`src/rtl/modulation_segment_mapper_if.sv`:
```
// Bit-in / sample-out handshake bundle for the BPSK segment mapper.
// Both sides use valid/ready: a transfer happens on a rising edge where valid and ready are both high.
interface modulation_segment_mapper_if #(
    parameter int DATA_W = 32
);
    logic              in_valid;
    logic              in_bit;
    logic              in_ready;
    logic              out_valid;
    logic [DATA_W-1:0] out_data;
    logic              out_last;
    logic              out_ready;

    modport master (
        output in_valid, in_bit, out_ready,
        input  in_ready, out_valid, out_data, out_last
    );

    modport slave (
        input  in_valid, in_bit, out_ready,
        output in_ready, out_valid, out_data, out_last
    );
endinterface

```
`src/rtl/modulation_segment_mapper.sv`:
```
// BPSK segment mapper: each accepted bit becomes SEG_LEN samples from a programmable
// reference table, passed through or saturating-negated depending on the bit.
module modulation_segment_mapper #(
    parameter int DATA_W  = 32,
    parameter int SEG_LEN = 8,
    parameter int ADDR_W  = 3,
    parameter int CNT_W   = 16
) (
    input  logic                clk,
    input  logic                reset,
    input  logic                cfg_we,
    input  logic [ADDR_W-1:0]   cfg_addr,
    input  logic [DATA_W-1:0]   cfg_data,
    input  logic                space_bit,
    modulation_segment_mapper_if.slave bus,
    output logic                busy,
    output logic [CNT_W-1:0]    seg_count,
    output logic                dbg_state_o,
    output logic [ADDR_W-1:0]   dbg_idx_o
);

    typedef enum logic {
        IDLE = 1'b0,
        RUN  = 1'b1
    } state_e;

    localparam logic [ADDR_W-1:0] LAST_IDX    = ADDR_W'(SEG_LEN - 1);
    localparam logic [ADDR_W:0]   SEG_LEN_EXT = (ADDR_W + 1)'(SEG_LEN);
    localparam logic [DATA_W-1:0] MIN_VAL     = {1'b1, {(DATA_W - 1){1'b0}}};
    localparam logic [DATA_W-1:0] MAX_VAL     = {1'b0, {(DATA_W - 1){1'b1}}};

    state_e            state_q, state_d;
    logic              sym_q, sym_d;
    logic [ADDR_W-1:0] idx_q, idx_d;
    logic [DATA_W-1:0] out_data_q, out_data_d;
    logic              out_last_q, out_last_d;
    logic [CNT_W-1:0]  seg_count_q, seg_count_d;
    logic [DATA_W-1:0] ref_mem_q [SEG_LEN];

    logic              out_valid;
    logic              hs;
    logic              in_ready;
    logic              accept;
    logic              ref_we;
    logic [ADDR_W-1:0] idx_inc;

    // The most negative value has no positive twin, so it maps to the largest positive one.
    function automatic logic [DATA_W-1:0] map_sample(
        input logic [DATA_W-1:0] x,
        input logic              b,
        input logic              sp
    );
        if (b == sp) begin
            return x;
        end
        if (x == MIN_VAL) begin
            return MAX_VAL;
        end
        return -x;
    endfunction

    always_comb begin
        state_d     = state_q;
        sym_d       = sym_q;
        idx_d       = idx_q;
        out_data_d  = out_data_q;
        out_last_d  = out_last_q;
        seg_count_d = seg_count_q;

        out_valid = (state_q == RUN);
        hs        = out_valid & bus.out_ready;
        // Combinational from out_ready so a new bit can follow the last sample without a bubble.
        in_ready  = (state_q == IDLE) | (hs & out_last_q);
        accept    = bus.in_valid & in_ready;
        ref_we    = cfg_we & (state_q == IDLE) & ({1'b0, cfg_addr} < SEG_LEN_EXT);
        idx_inc   = idx_q + ADDR_W'(1);

        unique case (state_q)
            IDLE: begin
                if (accept) begin
                    state_d = RUN;
                end
            end
            RUN: begin
                if (hs) begin
                    if (!out_last_q) begin
                        idx_d      = idx_inc;
                        out_data_d = map_sample(ref_mem_q[idx_inc], sym_q, space_bit);
                        out_last_d = (idx_inc == LAST_IDX);
                    end else begin
                        seg_count_d = seg_count_q + CNT_W'(1);
                        if (!bus.in_valid) begin
                            state_d    = IDLE;
                            out_last_d = 1'b0;
                        end
                    end
                end
            end
            default: begin
                state_d = IDLE;
            end
        endcase

        // A new segment always starts from table entry 0 with the freshly captured bit.
        if (accept) begin
            sym_d      = bus.in_bit;
            idx_d      = '0;
            out_data_d = map_sample(ref_mem_q[0], bus.in_bit, space_bit);
            out_last_d = 1'b0;
        end
    end

    always_ff @(posedge clk or negedge reset) begin
        if (!reset) begin
            state_q     <= IDLE;
            sym_q       <= 1'b0;
            idx_q       <= '0;
            out_data_q  <= '0;
            out_last_q  <= 1'b0;
            seg_count_q <= '0;
        end else begin
            state_q     <= state_d;
            sym_q       <= sym_d;
            idx_q       <= idx_d;
            out_data_q  <= out_data_d;
            out_last_q  <= out_last_d;
            seg_count_q <= seg_count_d;
        end
    end

    // Table writes only land while idle, so a running segment never sees a mixed table.
    always_ff @(posedge clk or negedge reset) begin
        if (!reset) begin
            for (int i = 0; i < SEG_LEN; i++) begin
                ref_mem_q[i] <= '0;
            end
        end else if (ref_we) begin
            ref_mem_q[cfg_addr] <= cfg_data;
        end
    end

    assign bus.in_ready  = in_ready;
    assign bus.out_valid = out_valid;
    assign bus.out_data  = out_data_q;
    assign bus.out_last  = out_last_q;
    assign busy          = (state_q == RUN);
    assign seg_count     = seg_count_q;
    assign dbg_state_o   = state_q;
    assign dbg_idx_o     = idx_q;

endmodule
```
`src/flat_wrapper.sv`:
```
// flat-port wrapper written by rule: the top's interface ports become plain ports
module modulation_segment_mapper_flat 
#(
    parameter int DATA_W  = 32,
    parameter int SEG_LEN = 8,
    parameter int ADDR_W  = 3,
    parameter int CNT_W   = 16
)
  (clk, reset, cfg_we, cfg_addr, cfg_data, space_bit, busy, seg_count, dbg_state_o, dbg_idx_o, bus_in_valid, bus_in_bit, bus_out_ready, bus_in_ready, bus_out_valid, bus_out_data, bus_out_last);
  modulation_segment_mapper_if #(.DATA_W(DATA_W)) bus_i ();
  input  logic clk;
  input  logic reset;
  input  logic cfg_we;
  input  logic [ADDR_W-1:0] cfg_addr;
  input  logic [DATA_W-1:0] cfg_data;
  input  logic space_bit;
  output logic busy;
  output logic [CNT_W-1:0] seg_count;
  output logic dbg_state_o;
  output logic [ADDR_W-1:0] dbg_idx_o;
  input wire logic [$bits(bus_i.in_valid)-1:0] bus_in_valid;
  input wire logic [$bits(bus_i.in_bit)-1:0] bus_in_bit;
  input wire logic [$bits(bus_i.out_ready)-1:0] bus_out_ready;
  output wire logic [$bits(bus_i.in_ready)-1:0] bus_in_ready;
  output wire logic [$bits(bus_i.out_valid)-1:0] bus_out_valid;
  output wire logic [$bits(bus_i.out_data)-1:0] bus_out_data;
  output wire logic [$bits(bus_i.out_last)-1:0] bus_out_last;
  assign bus_i.in_valid = bus_in_valid;
  assign bus_i.in_bit = bus_in_bit;
  assign bus_i.out_ready = bus_out_ready;
  assign bus_in_ready = bus_i.in_ready;
  assign bus_out_valid = bus_i.out_valid;
  assign bus_out_data = bus_i.out_data;
  assign bus_out_last = bus_i.out_last;
  modulation_segment_mapper #(.DATA_W(DATA_W), .SEG_LEN(SEG_LEN), .ADDR_W(ADDR_W), .CNT_W(CNT_W)) u_core (.clk(clk), .reset(reset), .cfg_we(cfg_we), .cfg_addr(cfg_addr), .cfg_data(cfg_data), .space_bit(space_bit), .bus(bus_i), .busy(busy), .seg_count(seg_count), .dbg_state_o(dbg_state_o), .dbg_idx_o(dbg_idx_o));
endmodule
```
`config.mk`:
```
export PLATFORM = sky130hd
export DESIGN_NAME = modulation_segment_mapper_flat
export DESIGN_NICKNAME = d
export VERILOG_FILES = /design/src/rtl/modulation_segment_mapper_if.sv /design/src/rtl/modulation_segment_mapper.sv /design/src/flat_wrapper.sv
export SDC_FILE = /design/constraint.sdc
export NUM_CORES = 1
export LEC_CHECK = 0
export BUFFER_PORTS_ARGS = -buffer_cell sky130_fd_sc_hd__clkbuf_2
export CAP_MARGIN = 20
export CORE_MARGIN = 2
export CORE_UTILIZATION = 57
export CTS_BUF_LIST = sky130_fd_sc_hd__clkbuf_4 sky130_fd_sc_hd__clkbuf_8
export DETAILED_ROUTE_END_ITERATION = 16
export GPL_ROUTABILITY_DRIVEN = 0
export GPL_TIMING_DRIVEN = 0
export PLACE_DENSITY = 0.78
export SYNTH_ARGS = -nofsm -noshare
export SYNTH_HDL_FRONTEND = slang
export SYNTH_SLANG_ARGS = --single-unit
```
`constraint.sdc`:
```
create_clock -name clk -period 4.5 [get_ports clk]
set_input_delay 0 -clock clk [delete_from_list [all_inputs] [get_ports clk]]
set_output_delay 0 -clock clk [all_outputs]
set_load 0.02 [all_outputs]
```
-- Word level (Yosys, flattened, before mapping)
Index checks and enable logic that the tools add are counted.
- add/subtract/negate cells: 4
- reduce and logical (&&, ||, !) cells: 6
- multiplexer cells: 45
- $lt $le $gt $ge: 3
- bitwise operators: 8
- equal/unequal tests: 6
- operators with widths (operator ; number):
    32-bit two-way mux ; 15
    256-bit bitwise mux ; 1
    32-bit binary-select mux with 3-bit select ; 1
    32-bit demux with 3-bit select ; 1
    32-bit equality test, second input constant ; 2
    32-bit negation ; 2
    1-bit two-way mux ; 22
    16-bit by 1-bit adder with 16-bit output, second input constant ; 1
    3-bit two-way mux ; 4
    4-bit >= comparator, second input constant ; 2
    3-bit inverter with 4-bit output ; 2
    3-bit AND reduction ; 2
    1-bit AND ; 4
    4-bit by 1-bit less-than comparator with 1-bit output, second input constant ; 1
    2-bit nonzero test ; 2
    3-bit by 1-bit adder with 3-bit output, second input constant ; 1
    3-bit equality test, second input constant ; 1
    1-bit equality test ; 2
    2-bit inequality test, second input constant ; 1
    1-bit one-hot mux with 2 select lines ; 1
    2-bit AND reduction ; 1
    1-bit logical AND ; 1
    1-bit inverter ; 1
    1-bit bitwise OR ; 1
- register bits after elaboration: 310
- logic and storage cells: 86
- input port bits: 42

-- Longest topological paths before layout
- depth in word-level cells: 17
- gate-level depth with buffers: 23

-- Worst setup path before layout
Ideal clock, no wire load.
- kind: flip-flop to flip-flop
- start: reg u_core.idx_q[0] (netlist: u_core.dbg_idx_o[0])
- end: reg u_core.out_data_q[31] (netlist: u_core.bus.out_data[31])
- arrival: 4867 ps
- slack: -493 ps
- library setup time: 126 ps
- stages on the path, launching flop included: 23
- data required time: 4374 ps
- cell sequence: dfrtp_1 -> clkinv_1 -> buf_2 -> buf_1 -> clkbuf_1 -> ha_1 -> buf_6 -> buf_6 -> buf_6 -> buf_6 -> buf_6 -> buf_6 -> buf_2 -> buf_2 -> mux4_2 -> mux2i_1 -> ha_1 -> nand2_1 -> nor3_4 -> a41o_1 -> buf_6 -> nor2_2 -> a221o_1
- longest elaborated chain between the ends: 17
- elaborated cells on any way between the ends: 20
- classes of those cells: 2 x add/sub; 1 x eq/ne; 16 x mux; 1 x bitwise
- ends and longest elaborated chain (element ; RTL line ; RTL):
    from (decl) ; modulation_segment_mapper.sv:34 ; logic [ADDR_W-1:0] idx_q, idx_d;
    from (signal assigned) ; modulation_segment_mapper.sv:124 ; idx_q <= idx_d;
    3-bit by 1-bit adder with 3-bit output * ; modulation_segment_mapper.sv:76 ; idx_inc = idx_q + ADDR_W'(1);
    3-bit inverter with 4-bit output (implied by the code) * ; modulation_segment_mapper.sv:88 ; out_data_d = map_sample(ref_mem_q[idx_inc], sym_q, space_bit);
    32-bit binary-select mux with 3-bit select * ; modulation_segment_mapper.sv:88 ;
    32-bit two-way mux (implied by the code) * (2 in a row) ; modulation_segment_mapper.sv:88 ;
    32-bit equality test ; modulation_segment_mapper.sv:56 ; if (x == MIN_VAL) begin
    1-bit two-way mux (2 in a row) ; modulation_segment_mapper.sv:56 ;
    1-bit two-way mux ; modulation_segment_mapper.sv:86 ; if (!out_last_q) begin
    1-bit two-way mux ; modulation_segment_mapper.sv:85 ; if (hs) begin
    1-bit two-way mux ; modulation_segment_mapper.sv:78 ; unique case (state_q)
    32-bit two-way mux ; modulation_segment_mapper.sv:59 ; return -x;
    32-bit two-way mux * ; modulation_segment_mapper.sv:56 ;
    32-bit two-way mux * ; modulation_segment_mapper.sv:86 ;
    32-bit two-way mux * ; modulation_segment_mapper.sv:85 ;
    32-bit two-way mux * ; modulation_segment_mapper.sv:78 ;
    32-bit two-way mux * ; modulation_segment_mapper.sv:105 ; if (accept) begin
    to (signal assigned) ; modulation_segment_mapper.sv:125 ; out_data_q <= out_data_d;
    to (decl) ; modulation_segment_mapper.sv:35 ; logic [DATA_W-1:0] out_data_q, out_data_d;
Every way passes the cells marked *; elsewhere a longest branch is shown, timed or not. The select of a mux whose other input is x is not followed.
A chain may end at the register's enable or synchronous reset.

-- Worst setup path in the final report
Ends and elaborated chain as after synthesis.

==> flow_metrics.tcl <==
set metrics [dict create \
    status "completed" \
    synthesis.instances 1351 \
    rr_worst_depth 17 \
    htreeDepth 2 \
    synth_compound_area_share_pct 7.87 \
    hold_path_end "u_core.ref_mem_q[0]$_DFFE_PN0P_" \
    holdPathStages 4 \
    synth-seq-cells 310 \
    async_flop_share_pct 100 \
    grt_first_pass_wirelength_um 77300 \
    insertedDiodeCount 0 \
    numCtsBuffers 50 \
    worstSetupEndpointType "register" \
    drive_gt1_share_pct 38.0 \
    min_period_ns 4.49 \
    synth.mux.area_fraction_pct 27.7 \
    cts_sinks 310 \
    holdCritPathClass "input port to register" \
    vias 13100 \
    dr.pass1.iters 7 \
    nNetsFinal 1606 \
    wl_met2_um 22200 \
    r2r_start "u_core.dbg_idx_o[0]$_DFFE_PN0P_" \
    cts.clk_slew.worst_paths_ns 0.07 \
    synth-simple-area-share_pct 9.48 \
    cp.required_ns 4.96 \
    wl_per_cell_um 25.7 \
    grt_overflow 0 \
    fin_skew_ns 0.0350 \
    slew_headroom_pct 22.6 \
    r2r_end "u_core.bus.out_data[31]$_DFFE_PN0P_" \
    hpwl_um 34300 \
    ff2ff_setup_slack_ns 0.005 \
    setup_viol_count_final 0 \
    die_h_um 174 \
    wl_met3_um 6410 \
    coreArea_mm2 0.0286 \
    grt_start_max_net_pins 92 \
    cap_violations 0 \
    grt_pass1_vias 13000 \
    grt_use_total_pct 33.5 \
    syn_to_final_growth_pct 18.6 \
    syn_area_mm2 0.0165 \
    syn_nets 1398 \
    drtIter0Drc 1593 \
    synthFlopType "dfrtp_1" \
    routed_via_density 6.62 \
    min-delay-start "cfg_addr[0]" \
    clk_latency_ns 0.60 \
    synth_top_area_share_pct 47.0 \
    portBuffers 95 \
    crit_fanout 10 \
    finalCritPeriodShare_pct 99.9 \
    die_area_mm2 0.0304 \
    drc 0 \
    path_class "register to register" \
    place_ws_ns -1.81 \
    synth_cell_types 73 \
    fin_hold_ws_ns 0.0739 \
    yosys.area_share.adder_pct 0.379 \
    n_fill_cell 2071 \
    synth_xor_area_share_pct 4.18 \
    synthTopCellsByCount "dfrtp_1, mux2_2, nand2_1" \
    ir_drop_mv 0.484 \
    cellPowerDensity_mw_per_mm2 893 \
    start_util_pct 57.7 \
    drv_slew 0 \
    crit_arrival_ns 4.95 \
    synth-edff-count 0 \
    rows 62 \
    die_w_um 174 \
    finalHoldViolations 0 \
    worstMarginPinSlew_ns 1.16 \
    synth_area_leader_cell "dfrtp_1" \
    clk_root_buffer_cell "clkbuf_8" \
    post-route-util_pct 68.4 \
    top_layer_used "met4" \
    ant_nets 0 \
    routed_wl_um 50900 \
    syn_avg_cell_area_um2 12.2 \
    clockBufferDepth 3 \
    cts_tree "yes" \
    antenna_found_initial 0 \
    m1WireLength_um 19200 \
    ys_warn_count 0 \
    p_leak_nw 9.04 \
    yosysMostFrequentCell "dfrtp_1" \
    synth_top_family_by_area "multiplexers" \
    io-pin-count 98 \
    synth-seq-area-share_pct 47.0 \
    fmax_mhz 222 \
    fin_ws_ns 0.00501 \
    startpoint_type "register" \
    synth_area_leaders "dfrtp_1, mux2_2, mux4_2, mux2i_1, xor2_1" \
]
## routing by layer
layer  vias up  track usage [%]
met5         -                0
li1       5476                -
met3       212             10.3
met1      6502             44.6
met2       938             50.0
met4         0             16.5
## report_power, final
group	leakage, nW	internal [mW]	switching [mW]
Clock	0.593	1.50	1.17
Sequential	4.13	3.69	0.828
Combinational	4.32	4.34	5.97
## how the worst max path moves through the flow
| stage | from | slack [ns] | end |
|---|---|---|---|
| global placement | reset | -3.58 | u_core.dbg_idx_o[0]$_DFFE_PN0P_ |
| finish | u_core.dbg_idx_o[0]$_DFFE_PN0P_ | 0.005 | u_core.bus.out_data[31]$_DFFE_PN0P_ |
| detailed placement | u_core.dbg_idx_o[0]$_DFFE_PN0P_ | -1.81 | u_core.bus.out_data[13]$_DFFE_PN0P_ |
| CTS | u_core.dbg_idx_o[0]$_DFFE_PN0P_ | 0.007 | u_core.bus.out_data[17]$_DFFE_PN0P_ |
| global route | u_core.dbg_idx_o[0]$_DFFE_PN0P_ | -0.006 | u_core.bus.out_data[31]$_DFFE_PN0P_ |
| floorplan | u_core.dbg_idx_o[0]$_DFFE_PN0P_ | 0.002 | u_core.bus.out_data[31]$_DFFE_PN0P_ |
## cell families after synthesis
group                    Yosys count
AO/OA/AOI/OAI                    191
multiplexers                     364
XOR/XNOR                          78
flip-flops                       310
buffers and inverters            103
adder cells (fa/ha/maj)            5
AND/OR/NAND/NOR                  300
## flip-flops by register name, summed over array words and instances (netlist names)
name / count
u_core.dbg_idx_o: 3
u_core.bus.out_data: 32
u_core.bus.out_last: 1
u_core.bus.out_valid: 1
u_core.ref_mem_q: 256
u_core.sym_q: 1
u_core.seg_count: 16
## metrics by stage
step / instances / area, µm² / power [mW] / TNS [ns]
global route: 1982 / 19600 / 18.1 / -0.00956
CTS: 1973 / 19400 / 16.7 / 0
finish: 1982 / 19600 / 17.5 / 0
floorplan: 1351 / 16500 / 10.6 / 0
detailed placement: 1833 / 17600 / 13.4 / -54.10
global placement: 1830 / 17500 / 13.2 / -963.37
## placed cells by master, fill, tap and decap left out, types with 9 or more instances in the layout
master	Yosys	layout
nor3_1	48	47
nand3_1	18	17
nor4_1	14	11
a211oi_1	13	13
o21ai_1	3	11
o21ai_0	28	20
nor3b_1	13	13
a31oi_1	14	14
mux2_2	263	263
clkinv_2	0	12
xnor2_1	34	34
nand4_1	9	9
xor2_1	43	42
nor2_1	63	63
nand2_1	74	73
a2111oi_0	18	18
dfrtp_1	310	309
mux2i_1	53	50
clkbuf_4	0	14
clkbuf_8	0	66
dlygate4sd3_1	0	38
buf_1	10	9
clkbuf_1	38	37
o22ai_1	29	25
clkbuf_2	0	94
buf_4	16	32
inv_1	11	11
a21oi_1	37	37
buf_6	14	13
mux4_2	48	48
## layout make-up
type	count	area, µm²	area share [%]
buffer	89	638	3.26
sequential	310	7760	39.6
clock buffer	76	977	4.99
clock inverter	15	128	0.652
inverter	12	50.0	0.256
tap	384	480	2.45
multi-input combinational	938	8400	42.9
timing repair buffer	158	1150	5.89
## worst max-delay path, cell delays in order (launching register included)
cell and delay, ns:
dfrtp_2 0.48, clkinv_4 0.07, buf_4 0.21, buf_6 0.19, clkbuf_16 0.21, ha_4 0.39, buf_6 0.20, buf_4 0.27
buf_4 0.28, nor3b_1 0.26, nor4_1 0.11, nor4_2 0.28, buf_4 0.19, nand2_2 0.12, nor4_4 0.44, a41oi_1 0.19
xnor2_1 0.15, a221o_1 0.32
## timing repair
action,4_1_cts,5_1_grt
buffers inserted,11,10
hold buffers,39,0
pin swaps,4,6
resized for setup,46,27
endpoints found under the setup margin,32,31
hold endpoints to repair,482,0
(Power assumes the default switching activity.)
